## src/rtl/sb_tx_framer_if.sv

```systemverilog
// ---------------------------------------------------------------------------
// sb_tx_framer_if
// Byte stream from the sideband transaction generator into the sideband
// transmit framer.
//   tx_data  [7:0]  payload byte
//   tx_valid        tx_data is valid
//   tx_sop          byte is the first of a transaction
//   tx_eop          byte is the last of a transaction
//   tx_ready        framer holding register is empty; a byte is taken on
//                   tx_valid & tx_ready at the clock edge
// Modports: master = transaction generator, slave = framer.
// ---------------------------------------------------------------------------
interface sb_tx_framer_if;
   logic [7:0] tx_data;
   logic       tx_valid;
   logic       tx_sop;
   logic       tx_eop;
   logic       tx_ready;

   modport master (
      output tx_data,
      output tx_valid,
      output tx_sop,
      output tx_eop,
      input  tx_ready
   );

   modport slave (
      input  tx_data,
      input  tx_valid,
      input  tx_sop,
      input  tx_eop,
      output tx_ready
   );
endinterface

```

## src/rtl/sb_tx_framer.sv

```systemverilog
// ---------------------------------------------------------------------------
// sb_tx_framer
// Sideband transmit path: frames transaction bytes as
//   DLE, payload (each DLE byte doubled), DLE, ETX
// and serializes every symbol as start(0), 8 data bits LSB first, stop(1)
// onto sbtx.
//
// Ports:
//   SB_clock   block clock
//   rst_n      asynchronous active-low reset
//   sb_enable  1 = link up; 0 = sbtx held low, all state flushed
//   tx         sb_tx_framer_if.slave byte stream (data/valid/sop/eop/ready)
//   sbtx       serial sideband output
//   tx_busy    transaction in flight (leading DLE start bit .. ETX stop bit)
//   frame_err  one-cycle pulse on a protocol violation or an aborted frame
//
// Optional feature (macro SB_TX_GAP_EN): when defined, MIN_GAP idle-high bit
// periods are inserted after every ETX before the next transaction starts.
// ---------------------------------------------------------------------------
module sb_tx_framer #(
   parameter int unsigned CLKS_PER_BIT = 32'd1,
   parameter logic [7:0]  DLE          = 8'hFE,
   parameter logic [7:0]  ETX          = 8'h40,
   parameter int unsigned MIN_GAP      = 32'd10
) (
   input  logic           SB_clock,
   input  logic           rst_n,
   input  logic           sb_enable,
   sb_tx_framer_if.slave  tx,
   output logic           sbtx,
   output logic           tx_busy,
   output logic           frame_err
);

   localparam int unsigned BW = (CLKS_PER_BIT > 32'd1) ? $clog2(CLKS_PER_BIT) : 32'd1;
   localparam logic [BW-1:0] BAUD_LAST = BW'(CLKS_PER_BIT - 32'd1);
   localparam logic [15:0]   GAP_LAST  = 16'(MIN_GAP * CLKS_PER_BIT - 32'd1);
`ifdef SB_TX_GAP_EN
   localparam logic GAP_EN = 1'b1;
`else
   localparam logic GAP_EN = 1'b0;
`endif

   // State names the symbol currently on the wire (or about to be, when stalled).
   typedef enum logic [2:0] {
      S_IDLE      = 3'd0,
      S_START_DLE = 3'd1,
      S_PAYLOAD   = 3'd2,
      S_STUFF     = 3'd3,
      S_END_DLE   = 3'd4,
      S_END_ETX   = 3'd5,
      S_GAP       = 3'd6
   } state_t;

   state_t          state_r;
   state_t          state_s;

   logic            hold_valid_r;
   logic [7:0]      hold_data_r;
   logic            hold_sop_r;
   logic            hold_eop_r;
   logic            tx_ready_r;
   logic            tx_busy_r;
   logic            frame_err_r;

   logic            sbtx_r;
   logic [8:0]      shift_r;
   logic [3:0]      bit_cnt_r;
   logic [BW-1:0]   baud_cnt_r;
   logic            ser_busy_r;

   logic            pay_dle_r;
   logic            pay_eop_r;
   logic [15:0]     gap_cnt_r;

   logic            accept_s;
   logic            ser_free_s;
   logic            load_s;
   logic [7:0]      load_byte_s;
   logic [9:0]      load_sym_s;
   logic            consume_s;
   logic            set_pay_s;
   logic            proto_err_s;
   logic            gap_start_s;

   // Wire format of one symbol: stop bit, data, start bit (bit 0 sent first).
   function automatic logic [9:0] make_symbol(input logic [7:0] b);
      return {1'b1, b, 1'b0};
   endfunction

   assign accept_s   = tx.tx_valid & tx_ready_r;
   // Free when idle, or in the last cycle of a stop bit so symbols abut.
   assign ser_free_s = ~ser_busy_r | ((bit_cnt_r == 4'd9) & (baud_cnt_r == BAUD_LAST));
   assign load_sym_s = make_symbol(load_byte_s);

   assign tx.tx_ready = tx_ready_r;
   assign sbtx        = sbtx_r;
   assign tx_busy     = tx_busy_r;
   assign frame_err   = frame_err_r;

   // Byte scheduler: next state and which symbol to hand to the serializer.
   always_comb begin
      state_s     = state_r;
      load_s      = 1'b0;
      load_byte_s = 8'h00;
      consume_s   = 1'b0;
      set_pay_s   = 1'b0;
      proto_err_s = 1'b0;
      gap_start_s = 1'b0;
      case (state_r)
         S_IDLE: begin
            if (hold_valid_r && ser_free_s) begin
               if (hold_sop_r) begin
                  // sop byte stays held; it follows the leading DLE
                  state_s     = S_START_DLE;
                  load_s      = 1'b1;
                  load_byte_s = DLE;
               end else begin
                  consume_s   = 1'b1;
                  proto_err_s = 1'b1;
               end
            end else begin
               state_s = S_IDLE;
            end
         end
         S_START_DLE, S_PAYLOAD, S_STUFF: begin
            if (!ser_free_s) begin
               state_s = state_r;
            end else if ((state_r == S_PAYLOAD) && pay_dle_r) begin
               state_s     = S_STUFF;
               load_s      = 1'b1;
               load_byte_s = DLE;
            end else if ((state_r != S_START_DLE) && pay_eop_r) begin
               state_s     = S_END_DLE;
               load_s      = 1'b1;
               load_byte_s = DLE;
            end else if (hold_valid_r) begin
               state_s     = S_PAYLOAD;
               load_s      = 1'b1;
               load_byte_s = hold_data_r;
               consume_s   = 1'b1;
               set_pay_s   = 1'b1;
               // Only the byte right after the leading DLE may carry sop.
               proto_err_s = hold_sop_r & (state_r != S_START_DLE);
            end else begin
               state_s = state_r;
            end
         end
         S_END_DLE: begin
            if (ser_free_s) begin
               state_s     = S_END_ETX;
               load_s      = 1'b1;
               load_byte_s = ETX;
            end else begin
               state_s = S_END_DLE;
            end
         end
         S_END_ETX: begin
            if (!ser_free_s) begin
               state_s = S_END_ETX;
            end else if (GAP_EN) begin
               state_s     = S_GAP;
               gap_start_s = 1'b1;
            end else if (hold_valid_r && hold_sop_r) begin
               state_s     = S_START_DLE;
               load_s      = 1'b1;
               load_byte_s = DLE;
            end else begin
               state_s = S_IDLE;
            end
         end
         S_GAP: begin
            if (gap_cnt_r != GAP_LAST) begin
               state_s = S_GAP;
            end else if (hold_valid_r && hold_sop_r) begin
               // load in the last gap cycle so the start bit follows the gap directly
               state_s     = S_START_DLE;
               load_s      = 1'b1;
               load_byte_s = DLE;
            end else begin
               state_s = S_IDLE;
            end
         end
         default: begin
            state_s = S_IDLE;
         end
      endcase
   end

   // Scheduler state, busy flag and error pulse.
   always_ff @(posedge SB_clock or negedge rst_n) begin
      if (!rst_n) begin
         state_r     <= S_IDLE;
         tx_busy_r   <= 1'b0;
         frame_err_r <= 1'b0;
      end else if (!sb_enable) begin
         state_r     <= S_IDLE;
         tx_busy_r   <= 1'b0;
         frame_err_r <= tx_busy_r;
      end else begin
         state_r     <= state_s;
         tx_busy_r   <= (state_s != S_IDLE) && (state_s != S_GAP);
         frame_err_r <= proto_err_s;
      end
   end

   // Holding register and registered ready (one bubble after consumption).
   always_ff @(posedge SB_clock or negedge rst_n) begin
      if (!rst_n) begin
         hold_valid_r <= 1'b0;
         hold_data_r  <= 8'h00;
         hold_sop_r   <= 1'b0;
         hold_eop_r   <= 1'b0;
         tx_ready_r   <= 1'b0;
      end else if (!sb_enable) begin
         hold_valid_r <= 1'b0;
         hold_data_r  <= 8'h00;
         hold_sop_r   <= 1'b0;
         hold_eop_r   <= 1'b0;
         tx_ready_r   <= 1'b0;
      end else begin
         if (accept_s) begin
            hold_valid_r <= 1'b1;
            hold_data_r  <= tx.tx_data;
            hold_sop_r   <= tx.tx_sop;
            hold_eop_r   <= tx.tx_eop;
         end else if (consume_s) begin
            hold_valid_r <= 1'b0;
         end else begin
            hold_valid_r <= hold_valid_r;
         end
         tx_ready_r <= ~hold_valid_r & ~accept_s;
      end
   end

   // Attributes of the payload byte last sent, plus the inter-frame gap counter.
   always_ff @(posedge SB_clock or negedge rst_n) begin
      if (!rst_n) begin
         pay_dle_r <= 1'b0;
         pay_eop_r <= 1'b0;
         gap_cnt_r <= 16'd0;
      end else if (!sb_enable) begin
         pay_dle_r <= 1'b0;
         pay_eop_r <= 1'b0;
         gap_cnt_r <= 16'd0;
      end else begin
         if (set_pay_s) begin
            pay_dle_r <= (hold_data_r == DLE);
            pay_eop_r <= hold_eop_r;
         end
         if (gap_start_s) begin
            gap_cnt_r <= 16'd0;
         end else if (state_r == S_GAP) begin
            gap_cnt_r <= gap_cnt_r + 16'd1;
         end
      end
   end

   // Serializer: sbtx is registered, so a symbol loaded in cycle N starts in N+1.
   always_ff @(posedge SB_clock or negedge rst_n) begin
      if (!rst_n) begin
         sbtx_r     <= 1'b0;
         shift_r    <= 9'd0;
         bit_cnt_r  <= 4'd0;
         baud_cnt_r <= '0;
         ser_busy_r <= 1'b0;
      end else if (!sb_enable) begin
         sbtx_r     <= 1'b0;
         shift_r    <= 9'd0;
         bit_cnt_r  <= 4'd0;
         baud_cnt_r <= '0;
         ser_busy_r <= 1'b0;
      end else if (load_s) begin
         sbtx_r     <= load_sym_s[0];
         shift_r    <= load_sym_s[9:1];
         bit_cnt_r  <= 4'd0;
         baud_cnt_r <= '0;
         ser_busy_r <= 1'b1;
      end else if (ser_busy_r) begin
         if (baud_cnt_r == BAUD_LAST) begin
            baud_cnt_r <= '0;
            if (bit_cnt_r == 4'd9) begin
               ser_busy_r <= 1'b0;
               sbtx_r     <= 1'b1;
            end else begin
               bit_cnt_r <= bit_cnt_r + 4'd1;
               sbtx_r    <= shift_r[0];
               shift_r   <= {1'b0, shift_r[8:1]};
            end
         end else begin
            baud_cnt_r <= baud_cnt_r + BW'(1);
         end
      end else begin
         sbtx_r <= 1'b1;
      end
   end

endmodule
```

## src/flat_wrapper.sv

```systemverilog
// flat-port wrapper written by rule: the top's interface ports become plain ports
module sb_tx_framer_flat 
#(
   parameter int unsigned CLKS_PER_BIT = 32'd1,
   parameter logic [7:0]  DLE          = 8'hFE,
   parameter logic [7:0]  ETX          = 8'h40,
   parameter int unsigned MIN_GAP      = 32'd10
)
  (SB_clock, rst_n, sb_enable, sbtx, tx_busy, frame_err, tx_tx_data, tx_tx_valid, tx_tx_sop, tx_tx_eop, tx_tx_ready);
  sb_tx_framer_if tx_i ();
  input  logic SB_clock;
  input  logic rst_n;
  input  logic sb_enable;
  output logic sbtx;
  output logic tx_busy;
  output logic frame_err;
  input wire logic [$bits(tx_i.tx_data)-1:0] tx_tx_data;
  input wire logic [$bits(tx_i.tx_valid)-1:0] tx_tx_valid;
  input wire logic [$bits(tx_i.tx_sop)-1:0] tx_tx_sop;
  input wire logic [$bits(tx_i.tx_eop)-1:0] tx_tx_eop;
  output wire logic [$bits(tx_i.tx_ready)-1:0] tx_tx_ready;
  assign tx_i.tx_data = tx_tx_data;
  assign tx_i.tx_valid = tx_tx_valid;
  assign tx_i.tx_sop = tx_tx_sop;
  assign tx_i.tx_eop = tx_tx_eop;
  assign tx_tx_ready = tx_i.tx_ready;
  sb_tx_framer #(.CLKS_PER_BIT(CLKS_PER_BIT), .DLE(DLE), .ETX(ETX), .MIN_GAP(MIN_GAP)) u_core (.SB_clock(SB_clock), .rst_n(rst_n), .sb_enable(sb_enable), .tx(tx_i), .sbtx(sbtx), .tx_busy(tx_busy), .frame_err(frame_err));
endmodule
```

## config.mk

```make
export PLATFORM = sky130hd
export DESIGN_NAME = sb_tx_framer_flat
export DESIGN_NICKNAME = d
export VERILOG_FILES = /design/src/rtl/sb_tx_framer_if.sv /design/src/rtl/sb_tx_framer.sv /design/src/flat_wrapper.sv
export SDC_FILE = /design/constraint.sdc
export NUM_CORES = 1
export LEC_CHECK = 0
export CAP_MARGIN = 20
export CORE_ASPECT_RATIO = 1.1
export CORE_MARGIN = 5
export CORE_UTILIZATION = 51
export DETAILED_ROUTE_END_ITERATION = 6
export DONT_BUFFER_PORTS = 1
export GPL_ROUTABILITY_DRIVEN = 0
export PLACE_DENSITY = 0.66
export RECOVER_POWER = 25
export SYNTH_ARGS = -nofsm -noshare
export SYNTH_HDL_FRONTEND = slang
export SYNTH_SLANG_ARGS = --single-unit
```

## constraint.sdc

```tcl
create_clock -name SB_clock -period 3.08 [get_ports SB_clock]
set_input_delay 0.616 -clock SB_clock [delete_from_list [all_inputs] [get_ports SB_clock]]
set_output_delay 0.616 -clock SB_clock [all_outputs]
set_load 0.02 [all_outputs]
```

# Word-level counts from Yosys, hierarchy flattened
# Cells that the tools add are included.
dict set report classes {
  add_sub_neg 3
  n_eq_ne 19
  mux 88
  n_bitwise 9
  reduce_logical 9
}
# op count
set op_table {}
lappend op_table {{8-bit 2-to-1 mux} 11}
lappend op_table {{1-bit 2-to-1 mux} 50}
lappend op_table {{9-bit 2-to-1 mux} 5}
lappend op_table {{8-bit one-hot mux with 5 select lines} 1}
lappend op_table {{16-bit 2-to-1 mux} 2}
lappend op_table {{3-bit 2-to-1 mux} 9}
lappend op_table {{4-bit 2-to-1 mux} 5}
lappend op_table {{16-bit by 1-bit adder with 16-bit output, second input constant} 1}
lappend op_table {{16-bit by 4-bit != test with 1-bit output, second input constant} 1}
lappend op_table {{3-bit one-hot mux with 5 select lines} 1}
lappend op_table {{3-bit == test, second input constant} 3}
lappend op_table {{3-bit by 1-bit != test with 1-bit output, second input constant} 3}
lappend op_table {{8-bit == test, second input constant} 1}
lappend op_table {{7-bit 2-to-1 mux} 1}
lappend op_table {{3-bit by 2-bit == test with 1-bit output, second input constant} 2}
lappend op_table {{2-bit by 1-bit != test with 1-bit output, second input constant} 3}
lappend op_table {{3-bit != test, second input constant} 2}
lappend op_table {{1-bit logical AND} 5}
lappend op_table {{1-bit one-hot mux with 5 select lines} 1}
lappend op_table {{4-bit by 1-bit adder with 4-bit output, second input constant} 1}
lappend op_table {{1-bit bitwise AND} 4}
lappend op_table {{4-bit == test, second input constant} 1}
lappend op_table {{4-bit != test, second input constant} 1}
lappend op_table {{1-bit NOT} 4}
lappend op_table {{other kinds (9)} 10}
dict set report word_totals {
  regBits 51
  elab_cells 144
}

# Longest topological paths before layout
dict set report depth {
  ltp_word 9
  mapped_depth 8
  depth_no_buf 7
}

# Worst setup path after synthesis
# OpenSTA, ideal clock, no wires.
dict set report synth_path {
  kind {flip-flop to flip-flop}
  startpoint {reg u_core.bit_cnt_r[1]}
  endpoint {reg u_core.shift_r[7]}
  arrival_ns 1.487
  required_time_ns 2.956
  setup_slack_ns 1.469
  stages_incl_launch_ff 8
  path_buffers 0
  path_cell_list {dfrtp_1 -> inv_1 -> ha_1 -> nand3b_1 -> nand2_1 -> o31a_2 -> a21oi_1 -> o31a_1}
}
dict set report synth_between {
  elab_chain_len 8
  elab_cells_between_ends 19
  classes_between {eq/ne (4); mux (11); bitwise (2); reduce/logical (2)}
}
# item line
set synth_rtl {}
lappend synth_rtl {{start: declaration} sb_tx_framer.sv:68} ;# logic [3:0] bit_cnt_r;
lappend synth_rtl {{start signal: assignment} sb_tx_framer.sv:286} ;# bit_cnt_r <= bit_cnt_r + 4'd1;
lappend synth_rtl {{4-bit == test *} {sb_tx_framer.sv:93, sb_tx_framer.sv:282}}
lappend synth_rtl {{1-bit bitwise AND} sb_tx_framer.sv:93} ;# assign ser_free_s = ~ser_busy_r | ((bit_cnt_r == 4'd9) & (baud_cnt_r == BAUD_LAST));
lappend synth_rtl {{1-bit OR} sb_tx_framer.sv:93}
lappend synth_rtl {{1-bit logical AND} sb_tx_framer.sv:112} ;# if (hold_valid_r && ser_free_s) begin
lappend synth_rtl {{1-bit 2-to-1 mux / 8-bit 2-to-1 mux (equally long branches)} sb_tx_framer.sv:112}
lappend synth_rtl {{1-bit one-hot mux with 5 select lines / 8-bit one-hot mux with 5 select lines (equally long branches)} sb_tx_framer.sv:110} ;# case (state_r)
lappend synth_rtl {{3-bit != test (no line) (tied with other cells)} --}
lappend synth_rtl {{3-bit AND reduction (no line) / 9-bit 2-to-1 mux (equally long branches)} --}
lappend synth_rtl {{end signal: assignment} sb_tx_framer.sv:275} ;# shift_r <= load_sym_s[9:1];
lappend synth_rtl {{end signal: assignment} sb_tx_framer.sv:288} ;# shift_r <= {1'b0, shift_r[8:1]};
lappend synth_rtl {{end: declaration} sb_tx_framer.sv:67} ;# logic [8:0] shift_r;
# Mark *: on every way between the ends. The rest lies on a longest branch, timed or not.
# A chain may end at the register's enable or synchronous reset.

# Worst setup path in the final report
# Same ends and word-level chain as after synthesis.

==> key figures <==
Power and ir drop
  – Flop pwr share: 61.3%
  – Total internal power: 861 µW
  – Clock power share: 35.1%
  – Sw Ratio: 21.9%
  – Max IR drop VDD: 213 µV
  – Sw Pwr: 242 µW
  – Leak: 1.25 nW
  – Pwr/cell area: 382 nW/µm²
  – Logic pwr share: 3.7%

Timing
  – Setup_tns: 0 ns
  – Worst-margin pin slew: 0.623 ns
  – Fin worst setup slack: 0.974 ns
  – Tcrit/Tclk final: 68.4%
  – Final Max Slew Viols: 0
  – Slew headroom: 58.5%
  – Fmax achieved: 475 MHz
  – Unrepaired setup endpoints after global routing: false
  – Fin. Hold Viols: 0
  – Fin Clk Skew: 0.00911 ns
  – Fin crit period: 2.11 ns
  – Setup Viol. Count Final: 0

Floorplan
  – Starting Density: 51.8%
  – Number of primary I/O pins: 18
  – Num rows: 28
  – Die Wd: 80.1 µm
  – Die ar.: 6980 µm²
  – Core area: 5330 µm²
  – Die H: 87.1 µm

Critical path
  – CP cell instances: inv_1 > ha_1 > nand3b_1 > nand2_1 > o31a_2 > a21oi_1 > o31a_1
  – R2R cell count: 7
  – Reg-to-reg endpoint: u_core.shift_r[7]
  – CP arrival: 2.30 ns
  – CP Capture Type: flop
  – Critical R2R Launch: u_core.bit_cnt_r[1]
  – CP peak stage delay: 0.50 ns
  – Crit path max fanout: 18
  – R2r setup slk: 0.97 ns
  – Worst endpoint required time: 3.27 ns
  – Slowest cell on crit path: nand2_1
  – Setup crit start kind: flop
  – Critical path type: flop to flop

Clock network
  – CTS tree: built
  – Clock latency on the worst-skew pair: 0.30 ns
  – CTS buffer count: 5
  – Postcts setup bufs: 0
  – Clk root buf: clkbuf_8
  – Sink Count: 50
  – CTS resizes: 0
  – Clk slew on worst S/H paths: 0.09 ns
  – Clock Tree Buf Depth: 2
  – H-tree levels: 2
  – Hold Buf Count CTS: 2

Synthesis
  – Post-synth EDFFs: 0
  – Register area share after synthesis: 45.4%
  – Cells after Synth: 301
  – Ys async rst share: 100%
  – Cell accounting for the most synthesized area: dfrtp_1
  – Primary FF master, synth: dfrtp_1
  – Synth unique cells: 52
  – Synth Register Bits: 50
  – Top cell type's share of synthesized area: 45.4%
  – Most common cell in the netlist: nand2_1
  – Ys Warns: 0
  – Avg Cell Area, Syn: 9.17 µm²
  – Synth top cells by count: nand2_1, dfrtp_1, and2_1
  – Synth Cell Area: 2760 µm²
  – Post-synthesis net count: 319
  – Synth top area cells: dfrtp_1, nand2_1, xnor2_1, and2_1, a21boi_0

Drt
  – Via-per-instance ratio: 5.60
  – Wirelength per Cell: 14.6 µm
  – DR pass1 iterations: 5
  – # DRC: 0
  – Final wirelength: 5.34 mm
  – Drt initial violations: 99
  – ANT nets after route: 0
  – Via count: 2054

Placed design
  – Placed Instances: 357
  – Dpl hpwl: 3.60 mm
  – Setup Slack @ Placement: 0.992 ns
  – Port Buffers: 0

GRT
  – Antenna violations before repair: 0
  – Global-route wire length before repair: 9.25 mm
  – Vias in the first global route: 1980
  – Total GRT Usage: 16.9%
  – Largest net degree at the start of global routing: 53
  – Grt ovf: 0

Final layout
  – Ratio of cells with drive above 1 in the final layout: 5.82%
  – Syn-to-layout area delta: 4.63%
  – Final #Nets: 309
  – Finished Layout Cells: 367
  – Ant diodes: 0
  – Final Util: 54.2%

Flow run
  – Number of max-cap violations: 0

Worst hold path
  – Worst min-delay path category: primary input to async pin

Outcome
  – Status: finished clean
==> sequential cells by signal, summed over array words and instances (netlist names), 3 cells and up <==
register,count
u_core.bit_cnt_r,4
u_core.gap_cnt_r,16
u_core.hold_data_r,8
u_core.shift_r,9
u_core.state_r,3
==> per-layer routing <==
layer  part of all wire, %  GRT usage, %  vias up
met3                   3.0          3.73       10
met5                     0             0        -
met2                    50          28.2       31
met1                    45          21.4      985
met4                   1.7          6.14        0
li1                      -             -     1028
==> worst max-delay path: cells and delay by family (launching register included) <==
kind,cells,cell delay [ns]
buf+inv,1,0.07
fa+ha+maj,1,0.14
simple gates,2,0.67
flops,1,0.42
compound gates,3,0.71
==> area by class of cell <==
cell class,count,area [µm²]
well taps,75,93.8
clock buffers,7,86.3
multi-input cells,224,1380
fillers,518,2440
flip-flops and latches,50,1250
repair buffers,2,37.5
clock inverters,1,5.00
inverters,8,30.0
==> power by group through the flow <==
stage	combinational, mW	clock [mW]	sequential (mW)
CTS	0.0425	0.402	0.676
detailed placement	0.0240	0	0.689
finish	0.0406	0.387	0.676
global placement	0.0236	0	0.689
floorplan	0.0295	0	0.684
global route	0.0479	0.432	0.678
==> metrics by stage <==
stage | hold WS [ns] | power (mW) | area [µm²]
floorplan | 0.320 | 0.714 | 2760
global placement | 0.322 | 0.713 | 2760
detailed placement | 0.323 | 0.713 | 2760
CTS | 0.164 | 1.12 | 2890
global route | 0.161 | 1.16 | 2890
finish | 0.155 | 1.10 | 2890
==> worst max path at each step <==
stage,start,endpoint,slack [ns],cells past startpoint
global placement,u_core.bit_cnt_r[1],u_core.shift_r[7],1.07,7
CTS,u_core.bit_cnt_r[1],u_core.shift_r[7],0.97,7
floorplan,u_core.bit_cnt_r[1],u_core.shift_r[7],1.47,7
global route,u_core.bit_cnt_r[1],u_core.tx_busy,0.78,7
finish,u_core.bit_cnt_r[1],u_core.shift_r[7],0.97,7
detailed placement,u_core.bit_cnt_r[1],u_core.shift_r[7],0.99,7
==> cells by family after synthesis <==
family	synth area share (%)
AND/OR/NAND/NOR	24.3
adder cells (fa/ha/maj)	1.81
XOR/XNOR	5.71
flip-flops	45.4
buffers and inverters	4.54
AO/OA/AOI/OAI	18.3
==> layout by cell type, fill, tap and decap left out, types with 2 or more instances in the layout <==
master / netlist / routed
nor4_1: 2 / 2
xor2_1: 3 / 3
and3b_1: 2 / 2
and2_1: 18 / 18
a21oi_1: 16 / 16
dfrtp_1: 50 / 50
nor3_1: 2 / 2
o211a_1: 2 / 2
inv_1: 8 / 8
a21boi_0: 11 / 11
clkbuf_8: 0 / 6
a21o_1: 2 / 2
xnor2_1: 15 / 15
nand3_1: 10 / 10
o31a_1: 6 / 6
and3_1: 6 / 6
o21ai_0: 8 / 8
ha_1: 4 / 4
nor2_1: 7 / 7
nand4_1: 8 / 8
o31ai_1: 2 / 2
a211oi_1: 4 / 4
nand2_1: 63 / 63
a31oi_1: 8 / 8
Power figures use the tool's default switching activity.
